[src/rtl/seq_pattern_detector.sv]
// seq_pattern_detector
//   Programmable serial pattern detector for a qualified bit stream, such as
//   the output of a deserialiser or UART receiver. It matches a runtime-loaded
//   PAT_W-bit pattern in overlapping or non-overlapping mode. Each occurrence
//   produces a one-cycle registered pulse, and a saturating counter records
//   the number of occurrences.
//
// Parameters
//   PAT_W        pattern length in bits (2..16)
//   CNT_W        match counter width (1..32)
//
// Ports
//   clk          rising-edge clock
//   rst          synchronous active-high reset; restores the power-on config
//                (PAT_W ones, overlapping)
//   in_valid     x is accepted only when high
//   x            serial data bit
//   cfg_load     latches cfg_pattern/cfg_overlap and restarts detection; an
//                in_valid bit on the same cycle is dropped
//   cfg_pattern  pattern to match; bit PAT_W-1 is the first bit received
//   cfg_overlap  1 = overlapping matches, 0 = non-overlapping
//   y            registered match pulse, one cycle after the completing bit
//   match_count  matches since reset/cfg_load, saturating at all-ones
//   count_sat    high while match_count is all-ones
module seq_pattern_detector #(
  parameter int PAT_W = 4,
  parameter int CNT_W = 8
) (
  input  logic             clk,
  input  logic             rst,
  input  logic             in_valid,
  input  logic             x,
  input  logic             cfg_load,
  input  logic [PAT_W-1:0] cfg_pattern,
  input  logic             cfg_overlap,
  output logic             y,
  output logic [CNT_W-1:0] match_count,
  output logic             count_sat
);

  localparam int FILL_W = $clog2(PAT_W + 1);
  localparam logic [FILL_W-1:0] FILL_FULL = FILL_W'(PAT_W);
  localparam logic [CNT_W-1:0]  CNT_MAX   = '1;

  // FILLING: fewer than PAT_W fresh bits seen; ARMED: history fully valid.
  typedef enum logic {
    FILLING = 1'b0,
    ARMED   = 1'b1
  } state_t;

  state_t             state, state_next;
  logic [PAT_W-1:0]   history, history_next;
  logic [FILL_W-1:0]  fill, fill_next;
  logic [PAT_W-1:0]   pattern, pattern_next;
  logic               overlap, overlap_next;
  logic               y_next;
  logic [CNT_W-1:0]   count_next;
  logic               sat_next;

  logic [PAT_W-1:0]   hist_acc;
  logic [FILL_W-1:0]  fill_acc;
  logic               hit;

  always_ff @(posedge clk) begin
    if (rst) begin
      state       <= FILLING;
      history     <= '0;
      fill        <= '0;
      pattern     <= '1;
      overlap     <= 1'b1;
      y           <= 1'b0;
      match_count <= '0;
      count_sat   <= 1'b0;
    end else begin
      state       <= state_next;
      history     <= history_next;
      fill        <= fill_next;
      pattern     <= pattern_next;
      overlap     <= overlap_next;
      y           <= y_next;
      match_count <= count_next;
      count_sat   <= sat_next;
    end
  end

  always_comb begin
    history_next = history;
    fill_next    = fill;
    pattern_next = pattern;
    overlap_next = overlap;
    y_next       = 1'b0;
    count_next   = match_count;

    // Candidate values if the current bit is accepted; the match is judged
    // on the post-shift history so y lines up with the completing bit.
    hist_acc = {history[PAT_W-2:0], x};
    fill_acc = (state == ARMED) ? FILL_FULL : fill + FILL_W'(1);
    hit      = (fill_acc == FILL_FULL) && (hist_acc == pattern);

    if (cfg_load) begin
      pattern_next = cfg_pattern;
      overlap_next = cfg_overlap;
      history_next = '0;
      fill_next    = '0;
      count_next   = '0;
    end else if (in_valid) begin
      history_next = hist_acc;
      // Non-overlapping mode forgets the matched bits so the next hit needs
      // PAT_W fresh ones; history contents are then irrelevant until refilled.
      fill_next    = (hit && !overlap) ? '0 : fill_acc;
      y_next       = hit;
      if (hit && (match_count != CNT_MAX)) begin
        count_next = match_count + CNT_W'(1);
      end
    end

    sat_next   = (count_next == CNT_MAX);
    state_next = (fill_next == FILL_FULL) ? ARMED : FILLING;
  end

endmodule
[config.mk]
export PLATFORM = sky130hd
export DESIGN_NAME = seq_pattern_detector
export DESIGN_NICKNAME = d
export VERILOG_FILES = /design/src/rtl/seq_pattern_detector.sv
export SDC_FILE = /design/constraint.sdc
export NUM_CORES = 1
export LEC_CHECK = 0
export ABC_AREA = 1
export CORE_MARGIN = 2
export CORE_UTILIZATION = 55
export CTS_BUF_LIST = sky130_fd_sc_hd__clkbuf_2 sky130_fd_sc_hd__clkbuf_4 sky130_fd_sc_hd__clkbuf_8
export DETAILED_ROUTE_END_ITERATION = 6
export DONT_BUFFER_PORTS = 1
export HOLD_SLACK_MARGIN = 0.02
export PLACE_DENSITY = 0.69
export SLEW_MARGIN = 5
export SYNTH_ARGS = -nofsm -noshare
export SYNTH_HDL_FRONTEND = slang
export SYNTH_SLANG_ARGS = --single-unit
[constraint.sdc]
create_clock -name clk -period 3.5 [get_ports clk]
set_input_delay 0 -clock clk [delete_from_list [all_inputs] [get_ports clk]]
set_output_delay 0 -clock clk [all_outputs]
set_load 0.005 [all_outputs]
Yosys cells after proc, flatten, opt, wreduce, memory -nomap -nowiden

Index checks and enable logic that the tools add are counted.
W data, S select, Z words.

Register bits after elaboration: 22
Input bits: 10
Output and inout bits: 10

Add/sub/neg operators: 2
Eq/ne operators: 5
Muxes and demuxes: 8
Bitwise gates (word level): 1
Reductions and logical operators: 6

Operator list:

| operator              | number |
|---|---|
| $mux W8               | 3 |
| $mux W3               | 4 |
| $add A8 B1 Y8 const B | 1 |
| $eq A8 B8 Y1 const B  | 1 |
| $ne A8 B8 Y1 const B  | 1 |
| $eq A3 B3 Y1 const B  | 2 |
| $eq A4 B4 Y1          | 1 |
| $add A3 B1 Y3 const B | 1 |
| $logic_and A1 B1 Y1   | 3 |
| $reduce_or A3 Y1      | 1 |
| $reduce_or A2 Y1      | 1 |
| $logic_not A1 Y1      | 1 |
| $mux W1               | 1 |
| $not A1 Y1            | 1 |

Longest topological paths before layout

Depth after elaboration: 10
Depth in mapped cells: 14
Mapped depth without buffers: 14

Least setup slack after synthesis

Ideal clock, no wire load.

Path type: register to register
From: reg fill[0]
To: reg count_sat
Data arrival time: 1.569 ns
Required time: 3.390 ns
Setup slack: 1.820 ns
Cell stages (with the launch flop): 11
Path buffers: 0
Period minus slack after synthesis: 1.680 ns
Cells stage by stage: dfxtp_1 ha_1 o21ai_2 nand3_2 nor2_8 nand2_4 nor2_2 xor2_1 inv_1 nand2_1 nor2_1

Word-level cells in the longest chain between the ends: 9

Ends and longest elaborated chain:

| what                   | RTL line | source |
|---|---|---|
| from (decl)            | 53       | `logic [FILL_W-1:0] fill, fill_next;` |
| from (signal assigned) | 77       | `fill <= fill_next;` |
| $add A3 B1 Y3          | 97       | `fill_acc = (state == ARMED) ? FILL_FULL : fill + FILL_W'(1);` |
| $mux W3                | 97       |  |
| $eq A3 B3 Y1           | 98       | `hit = (fill_acc == FILL_FULL) && (hist_acc == pattern);` |
| $logic_and A1 B1 Y1    | 98       |  |
| $logic_and A1 B1 Y1    | 112      | `if (hit && (match_count != CNT_MAX)) begin` |
| $mux W8                | 112      |  |
| $mux W8                | 106      | `end else if (in_valid) begin` |
| $mux W8                | 100      | `if (cfg_load) begin` |
| $eq A8 B8 Y1           | 117      | `sat_next = (count_next == CNT_MAX);` |
| to (signal assigned)   | 82       | `count_sat <= sat_next;` |
| to (decl)              | 38       | `output logic count_sat` |

No other way between the ends.
A chain may end at the register's enable or synchronous reset.

Worst setup path in the final report

From: reg fill[0]
To: reg match_count[4]

Word-level cells in the longest chain between the ends: 8

Ends and longest elaborated chain:

| what                 | RTL line | source |
|---|---|---|
| $add A3 B1 Y3        | 97       |  |
| $mux W3              | 97       |  |
| $eq A3 B3 Y1         | 98       |  |
| $logic_and A1 B1 Y1  | 98       |  |
| $logic_and A1 B1 Y1  | 112      |  |
| $mux W8              | 112      |  |
| $mux W8              | 106      |  |
| $mux W8              | 100      |  |
| to (signal assigned) | 81       | `match_count <= count_next;` |
| to (decl)            | 37       | `output logic [CNT_W-1:0] match_count,` |

No other way between the ends.

==> run summary <==
Clock skew on the completed layout was measured at 0.0142 ns. The clock root buffer is sky130_fd_sc_hd__clkbuf_4. The tightest min-delay check is of the primary input to flop type. The count of final hold-check violations came out at 0. Dividing the final minimum period by the clock period gives 0.612. For this run, the register share of the synthesized area comes to 0.397. Walking the worst path, the cells encountered are ha_1 -> o21ai_2 -> nand3_2 -> nor2_8 -> nand4_1 -> nand3_1 -> nor2_1 -> dlygate4sd3_1. The filler cells instantiated in the layout total 188. The largest fanout of any net on the critical path came out at 7. The setup slack at placement is 1.69 ns. After global routing the overflow that remains totals 0.

The minimum period implied by the final worst setup slack came out at 2.14 ns. After synthesis the netlist holds a flip-flop and latch count of 22. Counting instances in the post-synthesis netlist gives the leading cell types as 36 x sky130_fd_sc_hd__nand2_1, 23 x sky130_fd_sc_hd__inv_1, 22 x sky130_fd_sc_hd__dfxtp_1.

The total power density per cell area came out at 381 mW/mm^2. The register-to-register setup slack is 1.36 ns. The wire length per cell after detailed routing is 11.7 um.

The net count of the mapped netlist came out at 174. The async set-reset flop share out of synthesis is 0. The area added between synthesis and finish came out at 15.8%. The repair_antennas step left the layout with diodes totalling 0. The endpoint identified for the worst register-to-register timing path is match_count[4]. The number of H-tree branching levels is 1. The violation count after the first detailed-routing iteration came out at 21. The number of synthesis warnings is 0.

The peak supply drop is 0.245 mV. The first TritonRoute pass finished after 4 iterations. The clock reaches the later pin of the worst-skew pair after 0.31 ns. The synthesized instance count is 162. The clock passes through at most 2 buffers. STA classifies the critical path startpoint as a flop. The beginning of the critical path is fill[0].

For this design the static power due to leakage is 0.608 nW. The number of ports placed on the die boundary is 20. The row count is 16.

The cell type with the highest aggregate area in the netlist is sky130_fd_sc_hd__dfxtp_1. The max-cap check violation count came out at 0. Setup repair after global routing left no endpoint under its margin.

The floorplan die height came out at 48.9 um. The setup TNS is 0 ns. For the worst flop-to-flop path, the logic depth is 8. The setup path with the least slack is of type flop to flop. In this design, the largest share of critical-path delay is due to simple AND/OR/NAND/NOR gates.

In this run the post-CTS setup repair buffer count came out at 0. Counting both buffers and inverters, the worst setup path holds a total of 1. The routability-driven placement congestion ratio came out at 0.928. The TritonCTS buffer count came out at 3. The number of port buffers is 0. The die covers 0.00239 mm^2. The number of global-route vias before repair came out at 996.

Sorting the synthesized cells by area gives the leading types as sky130_fd_sc_hd__dfxtp_1 40%, sky130_fd_sc_hd__nand2_1 12%, sky130_fd_sc_hd__inv_1 7.8%. Clock-pin slew was measured on the worst setup and hold paths at 0.13 ns. The critical path required time is 3.72 ns. The final net count is 186. The max-slew violation count came out at 0. The count of different cell masters after synthesis is 25. The number of enable flip-flop cells after synthesis came out at 0. The highest clock rate came out at 467 MHz. The number of clock sinks is 22. Among all stages on the critical path, the largest delay is contributed by sky130_fd_sc_hd__dlygate4sd3_1.

For this run, the leading register cell type out of synthesis is sky130_fd_sc_hd__dfxtp_1. The most frequent cell after synthesis is sky130_fd_sc_hd__nand2_1. The number of stages on the worst setup path is 8. The global-route wire length before repair came out at 4110 um. The detailed placer's ending HPWL came out at 1680 um. The combined global-route utilization of all metal layers is 0.217. Of the post-synthesis cell area, the dominant cell type holds 0.397. The number of antenna-violating nets in the routed design came out at 0. The critical path ends at match_count[4]. Using the TritonRoute via totals, the vias-per-cell ratio works out to 4.98. At the pin with the least slew margin, the transition time is 0.416 ns. The netlist area before placement came out at 0.00111 mm^2. TritonCTS built the clock tree.

For the worst setup path, the data arrival time is 2.36 ns. The launching point of the worst reg2reg path is fill[0]. The remaining routing DRC violations is 0. The total length of routed wires came out at 2330 um. The largest stage delay on the critical path is 0.56 ns. The average instance in the mapped netlist occupies 6.84 um^2. The final setup violation count is 0.

The total area inside the core boundary comes to 0.00192 mm^2. The number of antenna violations at the first check in global routing came to 0. The initial utilization of the core area, before any placement, comes to 0.577.

The die is 48.9 um wide. Entering global routing, the biggest net connects 14 pins. The final worst setup slack is 1.36 ns.

The flow ran to the end, and the final reports show no timing, DRC or antenna violations. The final route contains 996 vias. The worst-case headroom to the max-slew limit came out at 0.722. The ratio of cells with drive above 1 in the final layout came out at 0.139. The element type at the critical path end is a flop.
## state kept, by name, indices dropped and copies added, names as in the netlist
signal	count
count_sat	1
fill	3
history	3
match_count	8
overlap	1
pattern	4
state	1
y	1
## repair_timing
item,in CTS,in global routing
hold buffers,10,0
setup endpoints to repair,0,0
hold endpoints to repair,20,0
resized for setup,0,0
## tightest hold or removal path, stage by stage
cell                       delay (ns)
sky130_fd_sc_hd__nand2_1         0.06
sky130_fd_sc_hd__inv_2           0.07
sky130_fd_sc_hd__nand3b_1        0.09
sky130_fd_sc_hd__nand3_1         0.10
sky130_fd_sc_hd__inv_1           0.06
## cells by family (layout without fill, tap and decap cells)
kind of cell	Yosys count	count (layout)	share of synthesized area
AOI/OAI and AO/OA	16	16	0.0801
xor gates and xnor gates	2	2	0.0158
DFF	22	22	0.397
buffers and inverters	34	45	0.116
adders and majority gates	2	2	0.0226
and+or+nand+nor	86	86	0.368
## layout make-up
class | count | area [um^2] | share of cell area
clock buffers | 3 | 22.5 | 0.0175
well taps | 27 | 33.8 | 0.0263
flip-flops and latches | 22 | 440 | 0.343
clock inverters | 1 | 30.0 | 0.0234
multi-input cells | 106 | 539 | 0.420
repair buffers | 10 | 100 | 0.0780
inverters | 31 | 118 | 0.0916
## metal layers
| metal | track usage | share of wire | wire length [um] |
|---|---|---|---|
| met1 | 0.266 | 0.45 | 1060 |
| met2 | 0.379 | 0.50 | 1170 |
| met5 | 0 | 0 | 0 |
| met3 | 0.0337 | 0.030 | 70 |
| met4 | 0.0857 | 0.013 | 31 |
## placed cells by master (no fill, tap or decap)
master	count
sky130_fd_sc_hd__a21oi_1	7
sky130_fd_sc_hd__bufinv_16	1
sky130_fd_sc_hd__clkbuf_4	3
sky130_fd_sc_hd__clkinv_2	1
sky130_fd_sc_hd__dfxtp_1	22
sky130_fd_sc_hd__dlygate4sd3_1	10
sky130_fd_sc_hd__ha_1	2
sky130_fd_sc_hd__inv_1	23
sky130_fd_sc_hd__inv_2	7
sky130_fd_sc_hd__nand2_1	36
sky130_fd_sc_hd__nand2_2	4
sky130_fd_sc_hd__nand2_4	1
sky130_fd_sc_hd__nand3_1	15
sky130_fd_sc_hd__nand3_2	1
sky130_fd_sc_hd__nand3b_1	1
sky130_fd_sc_hd__nand4_1	2
sky130_fd_sc_hd__nor2_1	18
sky130_fd_sc_hd__nor2_2	2
sky130_fd_sc_hd__nor2_8	1
sky130_fd_sc_hd__nor3_1	3
sky130_fd_sc_hd__nor3_2	1
sky130_fd_sc_hd__nor4_1	1
sky130_fd_sc_hd__o21ai_0	6
sky130_fd_sc_hd__o21ai_2	2
sky130_fd_sc_hd__o22ai_1	1
sky130_fd_sc_hd__xnor2_1	1
sky130_fd_sc_hd__xor2_1	1
## how the worst min path moves through the flow
stage                               from             end  slack [ns]  cells past startpoint
after floorplan           cfg_pattern[0]      pattern[0]        0.12                      2
after global placement               rst  match_count[3]        0.07                      1
after detailed placement             rst  match_count[4]        0.08                      1
after CTS                       in_valid  match_count[1]        0.07                      5
after global routing            in_valid  match_count[3]        0.13                      6
final                           in_valid  match_count[1]        0.09                      5
## power breakdown
group          switching, mW  internal (mW)
clock network         0.0764          0.116
logic                 0.0215         0.0153
registers            0.00376          0.256
total                  0.102          0.387
## metrics by stage
| stage | area, um^2 | hold WS, ns | util | instances | power [mW] |
|---|---|---|---|---|---|
| 6_report | 1280 | 0.0901 | 0.668 | 200 | 0.489 |
| 5_1_grt | 1280 | 0.131 | 0.668 | 200 | 0.509 |
| 4_1_cts | 1280 | 0.0742 | 0.668 | 200 | 0.495 |
| 3_5_place_dp | 1130 | 0.0770 | 0.589 | 186 | 0.290 |
| 3_3_place_gp | 1130 | 0.0737 | 0.589 | 186 | 0.289 |
| 2_1_floorplan | 1110 | 0.122 | - | 162 | 0.289 |
No activity file was read; power rests on OpenSTA's default activity.
